File: config.mk
export PLATFORM = sky130hd
export DESIGN_NAME = field_packer
export DESIGN_NICKNAME = d
export VERILOG_FILES = /design/src/rtl/field_packer_pkg.sv /design/src/rtl/field_packer_bit_append.sv /design/src/rtl/field_packer.sv
export SDC_FILE = /design/constraint.sdc
export NUM_CORES = 1
export LEC_CHECK = 0
export CELL_PAD_IN_SITES_DETAIL_PLACEMENT = 1
export CELL_PAD_IN_SITES_GLOBAL_PLACEMENT = 1
export CORE_UTILIZATION = 43
export CTS_CLUSTER_SIZE = 14
export DETAILED_ROUTE_END_ITERATION = 6
export HOLD_SLACK_MARGIN = 0.06
export PLACE_DENSITY_LB_ADDON = 0.1
export SETUP_SLACK_MARGIN = 0.2
export SYNTH_ARGS = -nofsm -noshare
export SYNTH_HDL_FRONTEND = slang
export SYNTH_SLANG_ARGS = --single-unit
export TNS_END_PERCENT = 1
File: constraint.sdc
create_clock -name clk -period 5.6 [get_ports clk]
set_input_delay 1.12 -clock clk [delete_from_list [all_inputs] [get_ports clk]]
set_output_delay 1.12 -clock clk [all_outputs]
set_load 0.02 [all_outputs]
File: src/rtl/field_packer_pkg.sv
// rtl/field_packer_pkg.sv - shared constants and output word record for field_packer
package field_packer_pkg;

  localparam int PK_N      = 64;
  localparam int PK_W      = 24;
  localparam int PK_ACC_W  = PK_N + PK_W;
  localparam int PK_FILL_W = $clog2(PK_ACC_W + 1);
  localparam int PK_LEN_W  = $clog2(PK_W + 1);
  localparam int PK_BITS_W = $clog2(PK_N + 1);

  typedef struct packed {
    logic [PK_N-1:0]      data;
    logic [PK_BITS_W-1:0] bits;
  } word_t;

endpackage

File: src/rtl/field_packer_bit_append.sv
// rtl/field_packer_bit_append.sv - masks a field and ORs it into the left-aligned accumulator at offset fill
module field_packer_bit_append #(
  parameter int N      = 64,
  parameter int W      = 24,
  parameter int ACC_W  = N + W,
  parameter int FILL_W = $clog2(N + W + 1),
  parameter int LEN_W  = $clog2(W + 1)
) (
  input  logic [ACC_W-1:0]  acc_in,
  input  logic [FILL_W-1:0] fill,
  input  logic [W-1:0]      data,
  input  logic [LEN_W-1:0]  len,
  output logic [ACC_W-1:0]  acc_out
);

  logic [W-1:0]     mask;
  logic [W-1:0]     aligned;
  logic [ACC_W-1:0] placed;

  // Keep the low len bits, left-justify them, then drop them in just below the bits already held.
  // Relies on every accumulator bit at or below offset fill being zero.
  always_comb begin
    mask    = ~({W{1'b1}} << len);
    aligned = (data & mask) << (LEN_W'(W) - len);
    placed  = {aligned, {N{1'b0}}} >> fill;
    acc_out = acc_in | placed;
  end

endmodule

File: src/rtl/field_packer.sv
// rtl/field_packer.sv - MSB-first variable-length field packer; PACKER_LEN_CHECK_EN adds sticky len_err
module field_packer
  import field_packer_pkg::*;
#(
  parameter int N = PK_N,
  parameter int W = PK_W
) (
  input  logic                     clk,
  input  logic                     rst,
  input  logic                     field_valid,
  input  logic [W-1:0]             field_data,
  input  logic [$clog2(W+1)-1:0]   field_len,
  output logic                     field_ready,
  input  logic                     flush,
  output logic                     word_valid,
  output logic [N-1:0]             word_data,
  output logic [$clog2(N+1)-1:0]   word_bits,
  input  logic                     word_ready
`ifdef PACKER_LEN_CHECK_EN
  ,
  output logic                     len_err
`endif
);

  localparam int ACC_W  = N + W;
  localparam int FILL_W = $clog2(N + W + 1);
  localparam int LEN_W  = $clog2(W + 1);
  localparam int BITS_W = $clog2(N + 1);

  logic [ACC_W-1:0]  acc_q, acc_d;
  logic [FILL_W-1:0] fill_q, fill_d;
  logic              flush_pend_q, flush_pend_d;
  logic              word_valid_q, word_valid_d;
  word_t             out_q, out_d;
  logic              len_err_q, len_err_d;

  logic              slot_free;
  logic              accept;
  logic              len_over;
  logic [LEN_W-1:0]  len_c;
  logic [FILL_W-1:0] sum;
  logic [ACC_W-1:0]  appended;

  field_packer_bit_append #(
    .N      (N),
    .W      (W),
    .ACC_W  (ACC_W),
    .FILL_W (FILL_W),
    .LEN_W  (LEN_W)
  ) u_bit_append (
    .acc_in  (acc_q),
    .fill    (fill_q),
    .data    (field_data),
    .len     (len_c),
    .acc_out (appended)
  );

  // Handshake qualifiers, length clamp and the fill position after this field.
  always_comb begin
    slot_free   = !word_valid_q || word_ready;
    field_ready = !rst && !flush_pend_q && slot_free;
    accept      = field_valid && field_ready;
    len_over    = field_len > LEN_W'(W);
    len_c       = len_over ? LEN_W'(W) : field_len;
    sum         = fill_q + FILL_W'(len_c);
  end

  // Next-state: accept a field (possibly completing a word) or execute a pending flush.
  always_comb begin
    acc_d        = acc_q;
    fill_d       = fill_q;
    flush_pend_d = flush_pend_q;
    word_valid_d = word_valid_q && !word_ready;
    out_d        = out_q;
    len_err_d    = len_err_q;

    if (accept) begin
      if (sum >= FILL_W'(N)) begin
        out_d.data   = appended[ACC_W-1 -: N];
        out_d.bits   = BITS_W'(N);
        word_valid_d = 1'b1;
        acc_d        = appended << N;
        fill_d       = sum - FILL_W'(N);
      end else begin
        acc_d  = appended;
        fill_d = sum;
      end
      // A flush arriving with the field applies after it, so it includes this field.
      if (flush) begin
        flush_pend_d = 1'b1;
      end
      if (len_over) begin
        len_err_d = 1'b1;
      end
    end else if (flush_pend_q && slot_free) begin
      if (fill_q != '0) begin
        out_d.data   = acc_q[ACC_W-1 -: N];
        out_d.bits   = BITS_W'(fill_q);
        word_valid_d = 1'b1;
      end
      acc_d        = '0;
      fill_d       = '0;
      flush_pend_d = 1'b0;
    end else if (flush) begin
      flush_pend_d = 1'b1;
    end
  end

  // State registers; reset drops partial bits, the held word and any pending flush.
  always_ff @(posedge clk) begin
    if (rst) begin
      acc_q        <= '0;
      fill_q       <= '0;
      flush_pend_q <= 1'b0;
      word_valid_q <= 1'b0;
      out_q        <= '0;
      len_err_q    <= 1'b0;
    end else begin
      acc_q        <= acc_d;
      fill_q       <= fill_d;
      flush_pend_q <= flush_pend_d;
      word_valid_q <= word_valid_d;
      out_q        <= out_d;
      len_err_q    <= len_err_d;
    end
  end

  assign word_valid = word_valid_q;
  assign word_data  = out_q.data;
  assign word_bits  = out_q.bits;

`ifdef PACKER_LEN_CHECK_EN
  assign len_err = len_err_q;
`else
  logic unused_len_err;
  assign unused_len_err = len_err_q;
`endif

endmodule

# ---- Word-level counts from Yosys, hierarchy flattened
# Index checks and enable logic that the tools add are counted.
dict set report word_totals {
  reg_bits 168
  latch_bits 0
  ram_bits 0
  mem_bits_ro 0
  output_inout_bits 73
  word_cells 50
  n_memories 0
}
dict set report op_classes {
  add_sub_neg 3
  n_mul 0
  n_div 0
  magnitude_cmp 2
  eq_ne 1
  shift 3
  muxes 18
  bitwise 3
  reduce_logical 14
}
# cell count
set ops {}
lappend ops {{71-bit two-way mux} 4}
lappend ops {{88-bit two-way mux} 3}
lappend ops {{88-bit OR} 1}
lappend ops {{88-bit by 7-bit right shift with 88-bit output} 1}
lappend ops {{24-bit AND} 1}
lappend ops {{24-bit inverter} 1}
lappend ops {{24-bit by 5-bit left shift with 24-bit output} 1}
lappend ops {{24-bit by 5-bit left shift with 24-bit output, first input constant} 1}
lappend ops {{7-bit two-way mux} 3}
lappend ops {{7-bit by 5-bit adder with 7-bit output} 1}
lappend ops {{7-bit greater-or-equal comparator, second input constant} 1}
lappend ops {{1-bit two-way mux} 7}
lappend ops {{7-bit nonzero test} 1}
lappend ops {{7-bit subtractor, second input constant} 1}
lappend ops {{5-bit greater-than comparator, second input constant} 1}
lappend ops {{1-bit logical AND} 5}
lappend ops {{5-bit two-way mux} 1}
lappend ops {{5-bit subtractor, first input constant} 1}
lappend ops {{1-bit zero test} 4}
lappend ops {{2-bit nonzero test} 2}
lappend ops {{3-bit AND reduction} 1}
lappend ops {{2-bit by 1-bit inequality test with 1-bit output, second input constant} 1}
lappend ops {{1-bit logical OR} 1}

# ---- Longest topological paths before layout
# Gate-level depths: netlist (run 1).
dict set report depth {
  word_depth 10
  ltp_mapped 20
  depth_no_buf 15
}

# ---- Hierarchy
# Synthesis (run 1) repeated with hierarchy kept, for this count alone.
dict set report unflattened {
  cells_unflattened 1414
  area_unflattened_um2 12465.7
}
# module n_inst cells_each area_each_um2 seq_area_each_um2
set modules_own_cells {}
lappend modules_own_cells {field_packer 1 586 6764.0 3363.2}
lappend modules_own_cells {field_packer_bit_append 1 828 5701.7 0.0}

# ---- Worst setup path after synthesis (run 1)
# No wires, ideal clock.
dict set report synth_timing {
  path_type {input port to flip-flop}
  start {input port field_len[0]}
  end {register acc_q[80]}
  setup_time_ns 0.139
  arrival_ns 5.126
  required_ns 5.461
  path_slack_ns 0.335
  cell_stages 18
  path_cell_list {buf_2 a21boi_4 inv_2 buf_2 buf_2 ha_1 ha_1 or3b_1 buf_1 and4_1 or4_4 o2bb2ai_2 or2_4 mux4_2 a32oi_2 a21oi_2 a211oi_2 a221oi_1}
}
dict set report synth_between {
  elab_chain_len 10
}
# item line_no
set synth_rtl {}
lappend synth_rtl {{start: declaration} field_packer.sv:12} ;# input logic [$clog2(W+1)-1:0] field_len,
lappend synth_rtl {{5-bit greater-than comparator} field_packer.sv:63} ;# len_over = field_len > LEN_W'(W);
lappend synth_rtl {{5-bit two-way mux (*)} field_packer.sv:64} ;# len_c = len_over ? LEN_W'(W) : field_len;
lappend synth_rtl {{24-bit by 5-bit left shift with 24-bit output} field_packer_bit_append.sv:23} ;# mask = ~({W{1'b1}} << len);
lappend synth_rtl {{24-bit inverter} field_packer_bit_append.sv:23}
lappend synth_rtl {{24-bit AND} field_packer_bit_append.sv:24} ;# aligned = (data & mask) << (LEN_W'(W) - len);
lappend synth_rtl {{24-bit by 5-bit left shift with 24-bit output} field_packer_bit_append.sv:24}
lappend synth_rtl {{88-bit by 7-bit right shift with 88-bit output} field_packer_bit_append.sv:25} ;# placed = {aligned, {N{1'b0}}} >> fill;
lappend synth_rtl {{88-bit OR} field_packer_bit_append.sv:26} ;# acc_out = acc_in | placed;
lappend synth_rtl {{88-bit two-way mux (*)} field_packer.sv:78} ;# if (sum >= FILL_W'(N)) begin
lappend synth_rtl {{88-bit two-way mux (*)} field_packer.sv:77} ;# if (accept) begin
lappend synth_rtl {{end signal: assignment} field_packer.sv:112} ;# acc_q <= '0;
lappend synth_rtl {{end signal: assignment} field_packer.sv:119} ;# acc_q <= acc_d;
lappend synth_rtl {{end: declaration} field_packer.sv:30} ;# logic [ACC_W-1:0] acc_q, acc_d;
# Mark *: on every way between the ends. The rest lies on a longest branch, timed or not.
# A chain may end at the register's enable or synchronous reset.

# ---- Worst setup path in the final report (run 1)
dict set report layout_timing {
  start {input port field_len[3]}
  end {register out_q (netlist bit word_data[11])}
}
dict set report layout_between {
  elab_chain_len 10
}
# item line_no
set layout_rtl {}
lappend layout_rtl {{5-bit greater-than comparator} field_packer.sv:63}
lappend layout_rtl {{5-bit two-way mux (*)} field_packer.sv:64}
lappend layout_rtl {{24-bit by 5-bit left shift with 24-bit output} field_packer_bit_append.sv:23}
lappend layout_rtl {{24-bit inverter} field_packer_bit_append.sv:23}
lappend layout_rtl {{24-bit AND} field_packer_bit_append.sv:24}
lappend layout_rtl {{24-bit by 5-bit left shift with 24-bit output} field_packer_bit_append.sv:24}
lappend layout_rtl {{88-bit by 7-bit right shift with 88-bit output} field_packer_bit_append.sv:25}
lappend layout_rtl {{88-bit OR} field_packer_bit_append.sv:26}
lappend layout_rtl {{71-bit two-way mux} field_packer.sv:78}
lappend layout_rtl {{71-bit two-way mux} field_packer.sv:77}
lappend layout_rtl {{end signal: assignment} field_packer.sv:123} ;# out_q <= out_d;
lappend layout_rtl {{end: declaration} field_packer.sv:34} ;# word_t out_q, out_d;
# Mark *: on every way between the ends. The rest lies on a longest branch, timed or not. The select of a mux whose other input is x is not followed.

==> results of run 1 <==
-- tightest hold or removal path: cells and delay by family (launching register included) --
| kind | cells | cell delay (ns) |
|---|---|---|
| AO/OA/AOI/OAI | 1 | 0.05 |
| flip-flops | 1 | 0.31 |
| AND/OR/NAND/NOR | 1 | 0.05 |
-- final timing paths --
| kind | end | slack (ns) | cells past startpoint |
|---|---|---|---|
| hold / removal | word_data[63] | 0.46 | 2 |
| hold reg to reg | word_data[63] | 0.46 | 2 |
| setup / recovery | word_data[11] | 0.24 | 19 |
| setup reg to reg | word_data[30] | 1.88 | 12 |
-- cell usage after synthesis, types with 24 or more instances --
library cell / instances
a211oi_1: 27
a21oi_1: 138
a221oi_1: 27
a22oi_1: 28
a31oi_1: 35
and3_1: 24
clkbuf_1: 102
dfxtp_1: 168
nand2_1: 229
nand3_1: 58
nor2_1: 155
nor3_1: 37
o21ai_0: 95
-- power groups by stage --
stage | Sequential [uW] | Combinational [uW] | Clock, uW
4_1_cts | 1250 | 1390 | 1240
3_3_place_gp | 1280 | 1350 | 0
6_report | 1250 | 1460 | 1250
5_1_grt | 1260 | 1510 | 1280
2_1_floorplan | 1280 | 687 | 0
3_5_place_dp | 1280 | 1370 | 0
-- registers in the layout, indices dropped and copies added (netlist names) --
register	cells
fill_q	7
flush_pend_q	1
acc_q	88
word_bits	7
word_data	64
word_valid	1
-- cells by family (layout without fill, tap and decap cells) --
logic type | Yosys count | after routing | share of synthesized area (%)
compound gates | 640 | 640 | 38.5
simple gates | 591 | 591 | 22.7
flops | 168 | 168 | 28.5
buf+inv | 153 | 392 | 5.28
mux | 30 | 30 | 3.56
fa+ha+maj | 10 | 10 | 1.12
xor+xnor | 5 | 5 | 0.371
-- final cells by class --
type / instances / share of cell area [%]
multi-input combinational: 1276 / 51.8
sequential: 168 / 22.2
timing repair buffer: 337 / 18.7
clock buffer: 18 / 2.83
tap: 341 / 2.81
clock inverter: 14 / 1.02
inverter: 23 / 0.594
-- per-stage QoR --
step	total power, uW	TNS, ns	worst slack, ns	hold WS (ns)
final	3960	0	0.235	0.456
after detailed placement	2650	-0.475	-0.149	0.444
after global placement	2630	-0.0282	-0.0282	0.434
after global routing	4040	0	0.109	0.483
after CTS	3880	0	0.297	0.461
after floorplan	1960	0	0.335	0.424
-- per-layer routing --
metal | GRT usage (%) | up-vias | share of wire, %
met5 | 0 | - | 0
met4 | 21.0 | 0 | 4.8
li1 | - | 6534 | -
met2 | 67.7 | 969 | 44
met3 | 10.7 | 213 | 11
met1 | 57.2 | 7522 | 40
==> impl_metrics.py, run 1 <==
metrics = {
    "timing": {
        "finClkSkew_ns": 0.0357,
        "worst_pin_slew_ns": 1.07,
        "slew_headroom_pct": 28.5,
        "setup_violations": 0,
        "rsz0062_at_grt": "yes",
        "hold_viol": 0,
        "fmax_mhz": 186,
        "slew_violations": 0,
        "period_share_pct": 95.8,
        "period_minus_slack_ns": 5.36,
    },
    "synth": {
        "yosysSeqAreaShare_pct": 28.5,
        "synth.area.top_cells": "dfxtp_1, nand2_1, a21oi_1",
        "synth_cells": 1597,
        "synth_edf_count": 0,
        "synth.largest_area_cell": "dfxtp_1",
        "avgSynthCellArea_sq_um": 7.39,
        "ys_types": 101,
        "synth_area_sq_um": 11800,
        "synth.top_cell.area_share_pct": 28.5,
        "yosysWarnings": 0,
        "synthesis.nets": 1641,
        "synthFlopType": "dfxtp_1",
        "ys_ff_latch": 168,
        "async_flop_share_pct": 0,
    },
    "floorplanning": {
        "ios": 107,
        "core_area_sq_um": 27000,
        "start_util_pct": 43.8,
        "dieArea_sq_um": 28100,
        "num_rows": 60,
        "die_w_microns": 168,
        "fp.dieH_microns": 168,
    },
    "cts": {
        "path_clk_slew_ns": 0.08,
        "cts_buffer_depth": 2,
        "cts_tree": "built",
        "cts_root_buf": "clkbuf_16",
        "cts_resized": 0,
        "ctsHoldBuffers": 0,
        "cts_buffers": 17,
        "cts_max_level": 4,
        "postCtsSetupBuffers": 0,
        "worstSkewPairLatency_ns": 0.47,
        "cts.sinks": 168,
    },
    "final_layout": {
        "final_cell_mix": "nand2_1, buf_4, dfxtp_1",
        "fin_cells": 2177,
        "seq_area_sq_um": 3360,
        "stdcell_area_sq_um": 15200,
        "diodes": 0,
        "utilization_pct": 56.2,
        "drive_gt1_share_pct": 18.0,
        "final_common_cell": "nand2_1",
        "final_nets": 1867,
        "area_delta_synth_final_pct": 28.4,
        "fillers": 3406,
        "multi_input_area_sq_um": 7850,
    },
    "detailed_routing": {
        "num_vias": 15238,
        "drc": 0,
        "drt.antenna.violating_nets": 0,
        "vias_per_cell": 7.00,
        "wire_per_inst_microns": 28.4,
        "firstDrtPassIters": 6,
        "drt_iter0_markers": 1619,
        "wl_microns": 61900,
    },
    "pwr": {
        "p_switching_uw": 1590,
        "p_leak_uw": 0.00555,
        "clockPowerShare_pct": 31.6,
        "p_seq_share_pct": 31.7,
        "swShare_pct": 40.3,
        "internal_power_uw": 2360,
        "comb_power_share_pct": 36.8,
        "peakVddDrop_mv": 0.180,
        "p_per_area_nw_per_um2": 261,
    },
    "global_routing": {
        "antenna_found_initial": 0,
        "track_usage_pct": 43.9,
        "gr-total-overflow": 0,
        "grt_pass1_vias": 15403,
        "grt_pass1_wl_microns": 94300,
        "grt_max_degree": 82,
    },
    "setup_path": {
        "worstPathMaxFanout": 5,
        "cp_slowest_stage_delay_ns": 0.49,
        "crit_path_end_kind": "flip-flop",
        "cp.arrival_ns": 5.72,
        "crit_chain": "clkdlybuf4s50_1 -> buf_4 -> a21boi_4 -> inv_2 -> ha_1 -> ha_1 -> or3b_2 -> a21oi_1 -> a211oi_1 -> o31ai_1 -> buf_4 -> a22oi_2 -> buf_4 -> a221oi_1 -> nor4_1 -> buf_4 -> o41ai_1 -> a31oi_1 -> o31ai_1",
        "critPathLaunch": "field_len[3]",
        "reg2reg_from": "fill_q[0]",
        "path_buf_inv": 6,
        "cp.required_ns": 5.96,
        "crit_slowest_cell": "or3b_2",
        "critPathLaunchType": "primary input",
        "path_delay_family": "compound AO/OA/AOI/OAI gates",
        "path_common_cell": "buf_4",
        "crit_type": "in -> reg",
    },
    "placed_design": {
        "place_inst": 2145,
        "hpwlAfterDp_microns": 45700,
        "dpl_cell_area_sq_um": 14500,
        "port_buffers": 106,
        "place_congestion": 1.01,
    },
    "run": {
        "drv_cap": 0,
    },
    "hold_path": {
        "min_from": "word_data[63]",
        "hold_class": "reg -> reg",
    },
    "outcome": {
        "status": "complete, no violations",
    },
}
No activity file was read; power rests on OpenSTA's default activity.
==> run 2, diff against run 1 <==
--- a/config.mk
+++ b/config.mk
@@ -7,9 +7,11 @@
 export LEC_CHECK = 0
 export CELL_PAD_IN_SITES_DETAIL_PLACEMENT = 1
 export CELL_PAD_IN_SITES_GLOBAL_PLACEMENT = 1
-export CORE_UTILIZATION = 43
+export CORE_UTILIZATION = 48
+export CTS_CLUSTER_DIAMETER = 60
 export CTS_CLUSTER_SIZE = 14
 export DETAILED_ROUTE_END_ITERATION = 6
+export DONT_BUFFER_PORTS = 1
 export HOLD_SLACK_MARGIN = 0.06
 export PLACE_DENSITY_LB_ADDON = 0.1
 export SETUP_SLACK_MARGIN = 0.2
==> run 2 against run 1 <==
  * Worst hold slack improved by 0.0031 ns
  * Final cell count shrank 13%
  * Sequential share of layout area up 3.9 points
  * Non-clock buffer count fell by 256
  * Maximum frequency rose by 4.7%
  * Clock power is 3% lower
  * Wire length down 9.0%
  * Critical path type unchanged
==> impl_metrics.py, run 2 (synthesis results as in run 1) <==
metrics = {
    "outcome": {
        "status": "complete, no violations",
    },
    "setup_path": {
        "cp.arrival_ns": 5.44,
        "reg2reg_from": "fill_q[2]",
        "worstPathMaxFanout": 48,
        "crit_slowest_cell": "a32oi_2",
        "crit_path_end_kind": "flip-flop",
        "r2r_end": "acc_q[86]",
        "critPathLaunchType": "primary input",
        "reg2reg_slack_ns": 1.47,
        "crit_type": "in -> reg",
        "cp_slowest_stage_delay_ns": 0.60,
        "path_delay_family": "simple AND/OR/NAND/NOR gates",
        "rr_worst_depth": 12,
        "path_buf_inv": 0,
        "crit_chain": "nand2_1 -> nand2_1 -> ha_1 -> ha_1 -> or3b_1 -> and4_1 -> or4_4 -> o2bb2ai_2 -> or2_4 -> mux4_2 -> a32oi_2 -> o22ai_1 -> a21oi_2 -> o22ai_1",
        "worst-path-stages": 14,
        "cp.required_ns": 5.91,
    },
    "global_routing": {
        "grt_pass1_vias": 13681,
        "track_usage_pct": 43.6,
        "antenna_found_initial": 1,
        "gr-total-overflow": 0,
        "grt_max_degree": 85,
        "grt_pass1_wl_microns": 84800,
    },
    "cts": {
        "cts_resized": 0,
        "postCtsSetupBuffers": 0,
        "ctsHoldBuffers": 0,
        "cts_root_buf": "clkbuf_16",
        "cts_buffers": 17,
        "path_clk_slew_ns": 0.09,
        "cts_buffer_depth": 2,
        "cts_tree": "built",
        "cts_max_level": 4,
        "cts.sinks": 168,
        "worstSkewPairLatency_ns": 0.44,
    },
    "timing": {
        "hold_viol": 0,
        "setup_violations": 0,
        "slew_headroom_pct": 27.3,
        "slew_violations": 0,
        "period_minus_slack_ns": 5.12,
        "worst_pin_slew_ns": 1.09,
        "rsz0062_at_grt": "no",
        "fmax_mhz": 195,
        "setup_slack_ns": 0.476,
        "period_share_pct": 91.5,
        "finClkSkew_ns": 0.0159,
        "finalSetupTns_ns": 0,
    },
    "placed_design": {
        "post-place-ws_ns": 0.136,
        "port_buffers": 0,
        "place_congestion": 1.04,
        "place_inst": 1872,
        "hpwlAfterDp_microns": 41200,
    },
    "final_layout": {
        "top_register": "acc_q",
        "utilization_pct": 53.2,
        "final_common_cell": "nand2_1",
        "multi_input_area_sq_um": 7830,
        "fin_cells": 1904,
        "seq_area_sq_um": 3360,
        "area_delta_synth_final_pct": 9.24,
        "drive_gt1_share_pct": 11.0,
        "largest_reg_flops": 88,
        "diodes": 0,
        "final_nets": 1611,
        "fillers": 3099,
        "final_cell_mix": "nand2_1, dfxtp_1, nor2_1",
    },
    "hold_path": {
        "worstHoldEndpoint": "acc_q[24]",
        "min_from": "acc_q[24]",
        "min_path_cells": 2,
        "hold_class": "reg -> reg",
    },
    "detailed_routing": {
        "vias_per_cell": 7.36,
        "drt.antenna.violating_nets": 0,
        "drt_iter0_markers": 1963,
        "firstDrtPassIters": 5,
        "num_vias": 14015,
        "wl_microns": 56300,
        "drc": 0,
        "wire_per_inst_microns": 29.6,
    },
    "floorplanning": {
        "fp.dieH_microns": 159,
        "ios": 107,
        "core_area_sq_um": 24200,
        "dieArea_sq_um": 25200,
        "num_rows": 57,
        "die_w_microns": 159,
        "start_util_pct": 48.7,
    },
    "pwr": {
        "p_leak_uw": 0.00442,
        "p_total_uw": 3620,
        "peakVddDrop_mv": 0.200,
        "p_per_area_nw_per_um2": 281,
    },
    "run": {
        "drv_cap": 0,
    },
}
## run 2: worst reg2reg max path, stage by stage (launching register included)
cell      delay [ns]
dfxtp_1         0.77
ha_1            0.39
nor2b_1         0.16
o21ai_0         0.25
a21boi_0        0.16
o21ai_0         0.42
xnor2_1         0.18
buf_4           0.22
nor2_1          0.09
buf_4           0.22
nor2_1          0.77
o22a_1          0.28
o21ai_0         0.09
## run 2: area by class of cell
cell class                      instances  share of cell area (%)
Clock buffer                           18                    3.33
Timing Repair Buffer                   81                    4.81
Sequential cell                       168                    26.1
Inverter                               23                   0.670
Tap cell                              324                    3.14
Multi-Input combinational cell       1276                    60.7
Clock inverter                         14                    1.22
## run 2: power by group
group          switching [uW]  total (uW)  internal, uW
registers                43.8        1270          1220
logic                     805        1150           340
clock network             609        1210           597
total                    1460        3620          2160
## run 2: worst max path at each step
stage | slack, ns | end | startpoint
floorplan | 0.33 | acc_q[80] | field_len[0]
global placement | 0.14 | acc_q[76] | field_len[4]
detailed placement | 0.14 | acc_q[64] | field_len[4]
CTS | 0.57 | acc_q[76] | field_len[4]
global route | 0.30 | acc_q[61] | field_len[4]
finish | 0.48 | acc_q[64] | field_len[4]
## run 2: layer usage
metal / up-vias / GRT usage, % / share of wire (%)
met5: - / 0 / 0
met4: 0 / 20.1 / 4.5
met3: 176 / 11.8 / 12
met2: 941 / 65.0 / 43
met1: 6872 / 58.3 / 41
li1: 6026 / - / -
## run 2: stage by stage
step / hold WS, ns / instance area, sq um
3_3_place_gp: 0.434 / 12300
3_5_place_dp: 0.447 / 12300
5_1_grt: 0.474 / 12900
2_1_floorplan: 0.424 / 11800
4_1_cts: 0.458 / 12900
6_report: 0.459 / 12900
==> run 3, diff against run 2 <==
--- a/config.mk
+++ b/config.mk
@@ -7,15 +7,18 @@
 export LEC_CHECK = 0
 export CELL_PAD_IN_SITES_DETAIL_PLACEMENT = 1
 export CELL_PAD_IN_SITES_GLOBAL_PLACEMENT = 1
-export CORE_UTILIZATION = 48
+export CORE_ASPECT_RATIO = 1.25
+export CORE_UTILIZATION = 50
 export CTS_CLUSTER_DIAMETER = 60
 export CTS_CLUSTER_SIZE = 14
 export DETAILED_ROUTE_END_ITERATION = 6
 export DONT_BUFFER_PORTS = 1
 export HOLD_SLACK_MARGIN = 0.06
 export PLACE_DENSITY_LB_ADDON = 0.1
+export RECOVER_POWER = 25
 export SETUP_SLACK_MARGIN = 0.2
 export SYNTH_ARGS = -nofsm -noshare
 export SYNTH_HDL_FRONTEND = slang
+export SYNTH_HIERARCHICAL = 1
 export SYNTH_SLANG_ARGS = --single-unit
 export TNS_END_PERCENT = 1
==> run 3 against run 2 <==
  * Power increased by 19%
  * Sequential cell count unchanged
  * Non-clock buffer count increased by 30
  * Clock skew decreased by 0.0019 ns
==> impl_metrics.py, run 3 <==
metrics = {
    "floorplanning": {
        "die_w_microns": 143,
        "dieArea_sq_um": 25600,
        "num_rows": 64,
        "start_util_pct": 50.9,
        "core_area_sq_um": 24500,
        "fp.dieH_microns": 179,
        "ios": 107,
    },
    "synth": {
        "synth.top_cell.area_share_pct": 27.0,
        "muxShareOfSynthArea_pct": 5.01,
        "synth-simple-area-share_pct": 14.8,
        "yosysWarnings": 6,
        "yosysSeqAreaShare_pct": 27.0,
        "async_flop_share_pct": 0,
        "synth_top_family_by_area": "compound AO/OA/AOI/OAI gates",
        "synth-compound-area-share_pct": 44.3,
        "synthFlopType": "dfxtp_1",
        "synth.largest_area_cell": "dfxtp_1",
        "synthAdderAreaFrac_pct": 1.06,
        "ys_ff_latch": 168,
        "synthTopCellsByCount": "dfxtp_1, nand2_1, nor2_1, clkbuf_1, o221ai_1",
        "synth_edf_count": 0,
        "ys_types": 110,
        "avgSynthCellArea_sq_um": 8.82,
        "synth_area_sq_um": 12500,
        "yosysMostFrequentCell": "dfxtp_1",
        "synth_xor_area_share_pct": 0.713,
        "synthesis.nets": 1458,
        "synth.area.top_cells": "dfxtp_1, a2bb2oi_2, o221ai_1",
        "synth_cells": 1414,
    },
    "global_routing": {
        "grt_max_degree": 91,
        "gr-total-overflow": 0,
        "grt_pass1_vias": 12888,
        "grt_pass1_wl_microns": 78400,
        "antenna_found_initial": 0,
        "track_usage_pct": 41.2,
    },
    "setup_path": {
        "crit_path_end_kind": "flip-flop",
        "crit_type": "in -> reg",
        "critPathLaunchType": "primary input",
        "worstPathMaxFanout": 41,
        "cp.required_ns": 5.91,
        "cp.arrival_ns": 5.60,
    },
    "final_layout": {
        "multi_input_area_sq_um": 8270,
        "fillers": 2886,
        "largest_reg_flops": 88,
        "final_cell_mix": "dfxtp_1, nand2_1, buf_4",
        "utilization_pct": 55.7,
        "seq_area_sq_um": 3360,
        "diodes": 0,
        "final_nets": 1449,
        "area_delta_synth_final_pct": 9.43,
        "final_common_cell": "dfxtp_1",
        "stdcell_area_sq_um": 13600,
        "drive_gt1_share_pct": 20.3,
        "top_register": "acc_q",
    },
    "timing": {
        "rsz0062_at_grt": "yes",
        "slew_headroom_pct": 19.6,
        "fmax_mhz": 189,
        "finClkSkew_ns": 0.0140,
        "worst_pin_slew_ns": 1.20,
        "period_share_pct": 94.5,
        "period_minus_slack_ns": 5.29,
        "setup_violations": 0,
        "hold_viol": 0,
        "slew_violations": 0,
    },
    "cts": {
        "cts_resized": 0,
        "worstSkewPairLatency_ns": 0.43,
        "cts.sinks": 168,
        "cts_max_level": 4,
        "path_clk_slew_ns": 0.07,
        "cts_buffer_depth": 2,
        "postCtsSetupBuffers": 0,
        "cts_buffers": 17,
        "cts_tree": "built",
        "cts_root_buf": "clkbuf_16",
        "ctsHoldBuffers": 0,
    },
    "run": {
        "drv_cap": 0,
    },
    "detailed_routing": {
        "drt_iter0_markers": 955,
        "vias_per_cell": 7.34,
        "num_vias": 12828,
        "drt.antenna.violating_nets": 0,
        "drc": 0,
        "firstDrtPassIters": 5,
        "wl_microns": 52800,
        "wire_per_inst_microns": 30.2,
    },
    "pwr": {
        "p_leak_uw": 0.00492,
        "p_per_area_nw_per_um2": 315,
        "peakVddDrop_mv": 0.297,
    },
    "placed_design": {
        "hpwlAfterDp_microns": 37700,
        "port_buffers": 0,
        "dpl_cell_area_sq_um": 13000,
        "place_congestion": 0.995,
    },
    "hold_path": {
        "hold_class": "reg -> reg",
    },
    "outcome": {
        "status": "complete, no violations",
    },
}
[run 3: layer usage]
layer  wire (microns)  vias up  track usage (%)
met1            20100     6411             46.4
met5                0        -                0
met4             4460        0             32.3
met2            25000      587             69.6
met3             3230      205             6.39
li1                 -     5625                -
[run 3: cell families after synthesis]
| kind of cell | count (synthesis) |
|---|---|
| and+or+nand+nor | 375 |
| xor gates and xnor gates | 5 |
| DFF | 168 |
| muxes | 55 |
| adders and majority gates | 10 |
| AOI/OAI and AO/OA | 641 |
| buffers and inverters | 160 |
[run 3: power by group]
group / internal [uW] / switching, uW / leakage (uW)
registers: 1290 / 172 / 0.00137
logic: 584 / 976 / 0.00325
clock network: 753 / 521 / 0.000303
[run 3: worst paths after layout]
kind / start / to / slack, ns / depth (start not counted)
max: field_len[4] / word_data[12] / 0.31 / 17
min: fill_q[0] / word_bits[0] / 0.47 / 2
max reg2reg: fill_q[0] / word_data[6] / 1.97 / 10
min reg2reg: fill_q[0] / word_bits[0] / 0.47 / 2
[run 3: worst max-delay path: stages]
cell and delay (ns):
nand2_1 0.07, and2_1 0.21, inv_1 0.08, ha_1 0.23
ha_1 0.52, buf_4 0.31, nor2b_1 0.09, buf_4 0.18
a21oi_1 0.27, a21oi_1 0.24, or4_4 0.62, a31oi_1 0.41
a21oi_1 0.17, buf_4 0.21, a221o_1 0.34, o221ai_1 0.42
a2bb2oi_2 0.10
[run 3: metrics by stage]
stage               setup TNS, ns  hold WS (ns)  power (uW)  worst slack, ns  std cells
CTS                             0         0.472        4260            0.369       1747
global route                    0         0.490        4430            0.115       1747
detailed placement        -0.0659         0.460        2990          -0.0659       1716
global placement                0         0.444        2970           0.0505       1716
finish                          0         0.470        4300            0.306       1747
floorplan                       0         0.436        2500            0.291       1414
[run 3: layout make-up]
class / count / area share, %
timing repair buffer: 111 / 6.57
inverter: 21 / 0.578
sequential: 168 / 24.7
clock inverter: 13 / 1.41
clock buffer: 18 / 3.15
multi-input combinational: 1086 / 60.6
tap: 330 / 3.03
